File: config.mk
export PLATFORM = sky130hd
export DESIGN_NAME = jpeg_block_seq_flat
export DESIGN_NICKNAME = d
export VERILOG_FILES = /design/src/rtl/jpeg_block_seq_pkg.sv /design/src/rtl/jpeg_block_seq_if.sv /design/src/rtl/jpeg_byte_drain.sv /design/src/rtl/jpeg_block_seq.sv /design/src/flat_wrapper.sv
export SDC_FILE = /design/constraint.sdc
export NUM_CORES = 2
export LEC_CHECK = 0
export CORE_AREA = 4 4 559 561
export DETAILED_ROUTE_END_ITERATION = 16
export DIE_AREA = 0 0 563 565
export PLACE_DENSITY_LB_ADDON = 0.25
export SLEW_MARGIN = 20
export SYNTH_ARGS = -nofsm -noshare
export SYNTH_HDL_FRONTEND = slang
export SYNTH_HIERARCHICAL = 1
export SYNTH_SLANG_ARGS = --single-unit
File: constraint.sdc
create_clock -name clk -period 5.55 [get_ports clk]
set_clock_uncertainty 0.1 [all_clocks]
set_input_delay 1.3875 -clock clk [delete_from_list [all_inputs] [get_ports clk]]
set_output_delay 1.3875 -clock clk [all_outputs]
set_load 0.01 [all_outputs]
File: src/rtl/jpeg_block_seq_pkg.sv
// rtl/jpeg_block_seq_pkg.sv - shared constants and state type for the JPEG block sequencer
package jpeg_block_seq_pkg;
    localparam int SYM_W     = 14;
    localparam int N_SYM     = 64;
    localparam int BYTE_W    = 8;
    localparam int DEC_IN_W  = SYM_W * N_SYM;   // 896-bit decoder input bus
    localparam int DEC_OUT_W = BYTE_W * N_SYM;  // 512-bit decoder result bus
    localparam int IDX_W     = $clog2(N_SYM);

    typedef enum logic [1:0] {
        ST_LOAD   = 2'd0,
        ST_SETTLE = 2'd1,
        ST_DRAIN  = 2'd2
    } state_t;
endpackage

File: src/rtl/jpeg_block_seq_if.sv
// rtl/jpeg_block_seq_if.sv - symbol input stream and byte output stream of the block sequencer
interface jpeg_block_seq_if;
    import jpeg_block_seq_pkg::*;

    logic              in_valid;
    logic              in_ready;
    logic [SYM_W-1:0]  in_sym;
    logic              in_last;
    logic              out_valid;
    logic              out_ready;
    logic [BYTE_W-1:0] out_byte;
    logic              out_last;

    modport master (
        output in_valid, in_sym, in_last, out_ready,
        input  in_ready, out_valid, out_byte, out_last
    );

    modport slave (
        input  in_valid, in_sym, in_last, out_ready,
        output in_ready, out_valid, out_byte, out_last
    );
endinterface

File: src/rtl/jpeg_byte_drain.sv
// rtl/jpeg_byte_drain.sv - shifts a captured 512-bit result out MSB byte first over valid/ready
module jpeg_byte_drain
    import jpeg_block_seq_pkg::*;
(
    input  logic                 clk,
    input  logic                 rst_n,
    input  logic                 load_i,
    input  logic [DEC_OUT_W-1:0] load_data_i,
    input  logic                 out_ready_i,
    output logic                 out_valid_o,
    output logic [BYTE_W-1:0]    out_byte_o,
    output logic                 out_last_o,
    output logic                 done_o
);
    logic [DEC_OUT_W-1:0] out_buf_q, out_buf_d;
    logic [IDX_W-1:0]     byte_idx_q, byte_idx_d;
    logic                 valid_q, valid_d;
    logic                 last_byte;
    logic                 hs;

    assign last_byte = (byte_idx_q == IDX_W'(N_SYM - 1));
    assign hs        = valid_q && out_ready_i;

    // Load a fresh result, or advance one byte per handshake; a stall leaves everything untouched.
    always_comb begin
        out_buf_d  = out_buf_q;
        byte_idx_d = byte_idx_q;
        valid_d    = valid_q;
        if (load_i) begin
            out_buf_d  = load_data_i;
            byte_idx_d = '0;
            valid_d    = 1'b1;
        end else if (hs) begin
            out_buf_d  = out_buf_q << BYTE_W;
            byte_idx_d = last_byte ? '0 : byte_idx_q + IDX_W'(1);
            if (last_byte) begin
                valid_d = 1'b0;
            end
        end
    end

    // Drain state registers.
    always_ff @(posedge clk or negedge rst_n) begin
        if (!rst_n) begin
            out_buf_q  <= '0;
            byte_idx_q <= '0;
            valid_q    <= 1'b0;
        end else begin
            out_buf_q  <= out_buf_d;
            byte_idx_q <= byte_idx_d;
            valid_q    <= valid_d;
        end
    end

    assign out_valid_o = valid_q;
    assign out_byte_o  = out_buf_q[DEC_OUT_W-1 -: BYTE_W];
    assign out_last_o  = valid_q && last_byte;
    assign done_o      = hs && last_byte;
endmodule

File: src/rtl/jpeg_block_seq.sv
// rtl/jpeg_block_seq.sv - assembles 64 symbols, waits out the decoder settle window, drains 64 bytes
module jpeg_block_seq
    import jpeg_block_seq_pkg::*;
#(
    parameter int DEC_LAT = 2,
    parameter int CNT_W   = 16
) (
    input  logic                 clk,
    input  logic                 rst_n,
    jpeg_block_seq_if.slave      bus,
    output logic [DEC_IN_W-1:0]  dec_data_in,
    input  logic [DEC_OUT_W-1:0] dec_data_out,
    output logic                 busy,
    output logic [CNT_W-1:0]     blk_cnt,
    output logic                 err_len
);
    localparam int SC_W = (DEC_LAT > 1) ? $clog2(DEC_LAT) : 1;

    state_t               state_q, state_d;
    logic [IDX_W-1:0]     sym_cnt_q, sym_cnt_d;
    logic [SC_W-1:0]      settle_cnt_q, settle_cnt_d;
    logic [DEC_IN_W-1:0]  sym_buf_q, sym_buf_d;
    logic [CNT_W-1:0]     blk_cnt_q, blk_cnt_d;
    logic                 err_len_q, err_len_d;
    logic                 accept;
    logic                 load;
    logic                 drain_done;

    assign accept = bus.in_valid && (state_q == ST_LOAD);

    // Next-state logic: symbol assembly, settle countdown, capture strobe and block counting.
    always_comb begin
        state_d      = state_q;
        sym_cnt_d    = sym_cnt_q;
        settle_cnt_d = settle_cnt_q;
        sym_buf_d    = sym_buf_q;
        blk_cnt_d    = blk_cnt_q;
        err_len_d    = 1'b0;
        load         = 1'b0;
        case (state_q)
            ST_LOAD: begin
                if (accept) begin
                    sym_buf_d[SYM_W*sym_cnt_q +: SYM_W] = bus.in_sym;
                    if (sym_cnt_q == IDX_W'(N_SYM - 1)) begin
                        // A full block proceeds even without in_last; the mismatch is only flagged.
                        sym_cnt_d = '0;
                        err_len_d = !bus.in_last;
                        state_d   = ST_SETTLE;
                    end else if (bus.in_last) begin
                        // Short block: flag it and start over without decoding.
                        sym_cnt_d = '0;
                        err_len_d = 1'b1;
                    end else begin
                        sym_cnt_d = sym_cnt_q + IDX_W'(1);
                    end
                end
            end
            ST_SETTLE: begin
                if (settle_cnt_q == SC_W'(DEC_LAT - 1)) begin
                    settle_cnt_d = '0;
                    load         = 1'b1;
                    state_d      = ST_DRAIN;
                end else begin
                    settle_cnt_d = settle_cnt_q + SC_W'(1);
                end
            end
            ST_DRAIN: begin
                if (drain_done) begin
                    blk_cnt_d = blk_cnt_q + CNT_W'(1);
                    state_d   = ST_LOAD;
                end
            end
            default: state_d = ST_LOAD;
        endcase
    end

    // Sequencer state registers.
    always_ff @(posedge clk or negedge rst_n) begin
        if (!rst_n) begin
            state_q      <= ST_LOAD;
            sym_cnt_q    <= '0;
            settle_cnt_q <= '0;
            sym_buf_q    <= '0;
            blk_cnt_q    <= '0;
            err_len_q    <= 1'b0;
        end else begin
            state_q      <= state_d;
            sym_cnt_q    <= sym_cnt_d;
            settle_cnt_q <= settle_cnt_d;
            sym_buf_q    <= sym_buf_d;
            blk_cnt_q    <= blk_cnt_d;
            err_len_q    <= err_len_d;
        end
    end

    jpeg_byte_drain u_drain (
        .clk         (clk),
        .rst_n       (rst_n),
        .load_i      (load),
        .load_data_i (dec_data_out),
        .out_ready_i (bus.out_ready),
        .out_valid_o (bus.out_valid),
        .out_byte_o  (bus.out_byte),
        .out_last_o  (bus.out_last),
        .done_o      (drain_done)
    );

    assign bus.in_ready = (state_q == ST_LOAD);
    assign busy         = (state_q != ST_LOAD);
    assign dec_data_in  = sym_buf_q;
    assign blk_cnt      = blk_cnt_q;
    assign err_len      = err_len_q;
endmodule
File: src/flat_wrapper.sv
// flat-port wrapper written by rule: the top's interface ports become plain ports
module jpeg_block_seq_flat import jpeg_block_seq_pkg::*;
#(
    parameter int DEC_LAT = 2,
    parameter int CNT_W   = 16
)
  (clk, rst_n, dec_data_in, dec_data_out, busy, blk_cnt, err_len, bus_in_valid, bus_in_sym, bus_in_last, bus_out_ready, bus_in_ready, bus_out_valid, bus_out_byte, bus_out_last);
  jpeg_block_seq_if bus_i ();
  input  logic clk;
  input  logic rst_n;
  output logic [DEC_IN_W-1:0] dec_data_in;
  input  logic [DEC_OUT_W-1:0] dec_data_out;
  output logic busy;
  output logic [CNT_W-1:0] blk_cnt;
  output logic err_len;
  input wire logic [$bits(bus_i.in_valid)-1:0] bus_in_valid;
  input wire logic [$bits(bus_i.in_sym)-1:0] bus_in_sym;
  input wire logic [$bits(bus_i.in_last)-1:0] bus_in_last;
  input wire logic [$bits(bus_i.out_ready)-1:0] bus_out_ready;
  output wire logic [$bits(bus_i.in_ready)-1:0] bus_in_ready;
  output wire logic [$bits(bus_i.out_valid)-1:0] bus_out_valid;
  output wire logic [$bits(bus_i.out_byte)-1:0] bus_out_byte;
  output wire logic [$bits(bus_i.out_last)-1:0] bus_out_last;
  assign bus_i.in_valid = bus_in_valid;
  assign bus_i.in_sym = bus_in_sym;
  assign bus_i.in_last = bus_in_last;
  assign bus_i.out_ready = bus_out_ready;
  assign bus_in_ready = bus_i.in_ready;
  assign bus_out_valid = bus_i.out_valid;
  assign bus_out_byte = bus_i.out_byte;
  assign bus_out_last = bus_i.out_last;
  jpeg_block_seq #(.DEC_LAT(DEC_LAT), .CNT_W(CNT_W)) u_core (.clk(clk), .rst_n(rst_n), .bus(bus_i), .dec_data_in(dec_data_in), .dec_data_out(dec_data_out), .busy(busy), .blk_cnt(blk_cnt), .err_len(err_len));
endmodule
======== After elaboration in Yosys (flattened, before gate mapping) ========
Index checks and enable logic that the tools add are counted.
storage, ports and cells
  register bits ........................... 1441
  bits in latches ......................... 0
  memory bits (writable) .................. 0
  bits in read-only memories .............. 0
  logic and storage cells ................. 61
  memories kept ........................... 0
operators by class
  add/subtract/negate cells ............... 5
  multiply operators ...................... 1
  div/mod/pow operators ................... 0
  magnitude comparators ................... 0
  eq/ne operators ......................... 8
  shift-type cells ........................ 2
  multiplexer cells ....................... 23
  bitwise operators ....................... 0
  reduce and logical (&&, ||, !) cells .... 13
operator list
  operator                     number
  $mux W512                    2
  $bwmux W896                  1
  $shift A14 B34 Y896 const A  1
  $shiftx A14 B34 Y896         1
  $neg A10 Y34                 1
  $mux W6                      5
  $add A16 B1 Y16 const B      1
  $add A6 B1 Y6 const B        2
  $eq A6 B6 Y1 const B         2
  $mux W1                      10
  $mul A3 B6 Y9 const A        1
  $mux W2                      4
  $ne A2 B1 Y1 const B         4
  $pmux W2 S3                  1
  $reduce_and A2 Y1            3
  $reduce_bool A2 Y1           3
  $logic_and A1 B1 Y1          4
  $reduce_and A4 Y1            1
  $eq A2 B1 Y1 const B         1
  $eq A2 B2 Y1 const B         1
  $logic_not A2 Y1             1
  $add A1 B1 Y1 const B        1
  $logic_not A1 Y1             1

======== Longest topological paths before layout ========
  depth after elaboration ................. 4
  mapped depth ............................ 19
  depth with buffers taken out ............ 15

======== By module ========
Netlist, hierarchy kept.
modules (own cells, without submodules)
  module           times used  cells each  area an instance (µm²)
  jpeg_block_seq   1           3275        40298.6
  jpeg_byte_drain  1           2269        24109.4

======== Worst setup path before layout ========
No wires, ideal clock.
  path type ............................... register to register
  start ................................... reg u_core.sym_cnt_q[2]
  end ..................................... reg u_core.sym_buf_q[768], in the netlist u_core/dec_data_in[768]
  setup time .............................. 0.125 ns
  arrival time ............................ 4.436 ns
  data required time ...................... 5.325 ns
  path slack .............................. 0.889 ns
  stages on the path, launching flop included .. 18
  path buffers ............................ 3
  clock period less this slack ............ 4.661 ns
  cell sequence ........................... dfrtp_1 > fa_1 > ha_1 > inv_1 > fa_1 > nand2b_1 > a21oi_2 > xnor2_2 > nand3_1 > nor2_1 > ha_1 > nand2b_1 > clkbuf_1 > nor3_1 > buf_2 > buf_1 > nand2_1 > mux2_2
between the ends
  cells in the longest elaborated chain, start to end .. 4
  elaborated cells between the ends (all ways) .. 5
ends and longest elaborated chain
  item                                                                line                  text
  start: declaration                                                  jpeg_block_seq.sv:20  logic [IDX_W-1:0] sym_cnt_q, sym_cnt_d;
  start signal: assignment                                            jpeg_block_seq.sv:88  sym_cnt_q <= sym_cnt_d;
  $mul A3 B6 Y9 (*)                                                   jpeg_block_seq.sv:43  sym_buf_d[SYM_W*sym_cnt_q +: SYM_W] = bus.in_sym;
  $neg A10 Y34 (*)                                                    jpeg_block_seq.sv:43
  $shiftx A14 B34 Y896 / $shift A14 B34 Y896 (equally long branches)  jpeg_block_seq.sv:43
  $bwmux W896 (*)                                                     jpeg_block_seq.sv:43
  end signal: assignment                                              jpeg_block_seq.sv:90  sym_buf_q <= sym_buf_d;
  end: declaration                                                    jpeg_block_seq.sv:22  logic [DEC_IN_W-1:0] sym_buf_q, sym_buf_d;
Every way passes the cells marked *; elsewhere a longest branch is shown, timed or not.
A chain may end at the register's enable or synchronous reset.

======== Final worst setup path ========
  start ................................... reg u_core.sym_cnt_q[2]
  end ..................................... reg u_core.sym_buf_q[165], in the netlist u_core/dec_data_in[165]
The elaborated chain is that of the path after synthesis.

==> results.tsv <==
metric	value	unit
nets	7688	
drc_errors	0	
drtIter0Drc	3576	
syn_inst	5544	
path_clk_slew	60	ps
clk_latency	860	ps
die_height	565	um
p_sw	14.3	mW
p_per_area	408	nW/um^2
criticalPathCategory	register to register	
yosysWarningCount	6	
drt-vias-per-instance	4.54	
crit_fanout	15	
worst_slew_pin_slew	1160	ps
comb_power_share	35.2	%
max_freq	0.188	GHz
ant_nets	0	
cts_tree	done	
coreArea	308000	um^2
synth.top_cell.area_share	56.0	%
wl_per_cell	29.7	um
synth_area	64400	um^2
syn_avg_cell_area	11.6	um^2
worstPathRequired	6180	ps
ys.flop_type	dfrtp_1	
worstHoldStart	u_core/state_q[1]	
final_cell_mix	clkdlybuf4s50_1, dfrtp_1, nand2_1, mux2_2, mux2i_1	
start_util	20.9	%
yosysSeqAreaShare	56.0	%
synth_cell_types	86	
clk_path_buf_depth	4	
dpl.hpwl	264	mm
stdcell_count	11423	
htree_levels	4	
end_kind	register	
antenna_found_initial	57	
post-route-period-util	96.0	%
layout.cells.most_common	clkdlybuf4s50_1	
grt.overflow.total	0	
crit_arrival	5950	ps
ys_async_sr_fraction	100	%
synth_edf_count	0	
grt_usage	20.5	%
grt_max_degree	171	
worstSetupStartpointType	register	
critPathLaunch	u_core/sym_cnt_q[2]	
cts_inserted_buffers	182	
synth-seq-cells	1441	
ys_top_cells_by_area	dfrtp_1, mux2_2, mux2i_1, nand2_1, o21ai_1	
p_int	23.0	mW
relSlewSlack	21.7	%
wirelength	339	mm
maxCapViolCount	0	
hold_viol_final	0	
finalCoreUtilization	29.7	%
hp-class	register to register	
clock_power_share	33.1	%
dieArea	318000	um^2
swShare	38.3	%
rsz0062_at_grt	yes	
period_needed	5330	ps
dr.pass1.iters	5	
synth.largest_area_cell	dfrtp_1	
p_leak	40.0	nW
rows	204	
io_pins	1456	
area_growth	42.1	%
dp.cells	11064	
routed-via-count	51810	
port_buffers	1455	
root_buffer	clkbuf_16	
status	finished clean	
ir_worst_vdd	306	uV
synth_nets	6096	
crit-reg2reg-launch	u_core/sym_cnt_q[2]	
grt_pass1_vias	54622	
die_x	563	um
drv_slew	0	
drive_gt1_share	20.1	%
setup_violations	0	
globalplace.congestion	0.930	
grt_pass1_wl	461	mm
pwr-share-seq	31.7	%
clock-sinks	1441	
-- critical path, cell delays in order (launching register included) --
cell,delay (ps)
dfrtp_1,500
fa_1,560
ha_1,240
inv_1,80
fa_1,510
nand2b_1,220
a21oi_4,220
xnor2_2,230
nand3_1,190
nor2_1,60
ha_1,240
buf_4,250
a21oi_1,190
buf_4,210
o21ai_1,140
buf_4,230
nor3_1,610
mux2_2,410
-- what timing repair did --
action | CTS | global route
hold buffers | 0 | 0
endpoints found under the setup margin | 15 | 147
pin swaps | 1 | 0
gates cloned | 0 | 0
buffers inserted | 2 | 6
gates resized for setup | 3 | 13
-- power by group through the flow --
stage / sequential, mW / clock [mW] / combinational (mW)
global route: 11.9 / 13.1 / 13.6
floorplan: 12.2 / 0 / 4.95
CTS: 11.8 / 12.8 / 13.2
finish: 11.8 / 12.3 / 13.1
global placement: 12.0 / 0 / 13.1
detailed placement: 12.0 / 0 / 13.1
-- Yosys cell counts, types with 8 or more instances --
cell / instances
o21ai_0: 193
nor2_1: 171
mux2i_1: 518
o21ai_1: 447
mux4_2: 8
o31ai_1: 10
nor3_1: 59
xnor2_1: 20
a31oi_1: 12
buf_2: 90
clkbuf_1: 183
a21o_1: 8
o22a_1: 8
nand4_1: 17
and2_1: 23
o41ai_1: 29
dfrtp_1: 1441
a21oi_1: 56
mux2_1: 42
o22ai_1: 67
or3_1: 28
buf_1: 14
nand2_1: 943
mux2_2: 753
o211ai_1: 12
nor4_1: 10
and3_1: 25
inv_1: 26
nand3_1: 126
a211oi_1: 8
xor2_1: 9
buf_4: 15
buf_8: 40
ha_1: 15
-- final timing paths --
path / end / cells after the start / slack [ps]
worst min-delay path: u_core/state_q[0] / 1 / 370
worst max register to register: u_core/dec_data_in[165] / 17 / 220
max in group asynchronous: u_core/dec_data_in[261] / 3 / 3560
worst min register to register: u_core/state_q[0] / 1 / 370
min in group asynchronous: u_core/dec_data_in[471] / 1 / 450
worst max-delay path: u_core/dec_data_in[165] / 17 / 220
-- layer usage --
| metal | global-route usage [%] | wire [um] | vias to the layer above |
|---|---|---|---|
| met4 | 7.37 | 13400 | 38 |
| met3 | 5.95 | 25400 | 533 |
| met1 | 23.2 | 130000 | 26610 |
| met5 | 0 | 222 | - |
| li1 | - | - | 22780 |
| met2 | 36.4 | 170000 | 1849 |
-- kinds of logic (layout without fill, tap and decap cells) --
kind of cell | Yosys count | count (layout) | share of synthesized area (%)
other | 0 | 26 | 0
buffers and inverters | 383 | 2116 | 3.42
muxes | 1321 | 1321 | 22.2
DFF | 1441 | 1441 | 56.0
adders and majority gates | 21 | 21 | 0.478
AOI/OAI and AO/OA | 903 | 903 | 7.92
xor gates and xnor gates | 33 | 33 | 0.515
and+or+nand+nor | 1442 | 1442 | 9.46
-- flip-flops by register name, summed over array words and instances (netlist names) --
register and cells:
u_core/blk_cnt 16, u_core/dec_data_in 896, u_core/err_len 1, u_core/settle_cnt_q 1, u_core/state_q 2, u_core/sym_cnt_q 6, u_core/u_drain/byte_idx_q 6, u_core/u_drain/out_buf_q 512
u_core/u_drain/out_valid_o 1
-- metrics by stage --
stage	hold slack [ps]	power (mW)	instance area, um^2	setup TNS, ps	setup WS, ps
after floorplan	336	17.1	64400	0	889
after global placement	359	25.0	85100	-1850	-216
after detailed placement	365	25.1	85100	-1950	-213
after CTS	381	37.8	91300	0	26.1
after global routing	406	38.7	91500	-34.9	-33.6
final	374	37.3	91500	0	222
-- final cells by class --
type | instances | area (um^2)
inverters | 28 | 109
clock buffers | 259 | 5290
multi-input cells | 3720 | 26600
repair buffers | 1763 | 17300
clock inverters | 66 | 906
flip-flops and latches | 1441 | 36100
well taps | 4120 | 5150
diodes | 26 | 65.1
fillers | 31996 | 216000
(Power assumes the default switching activity.)
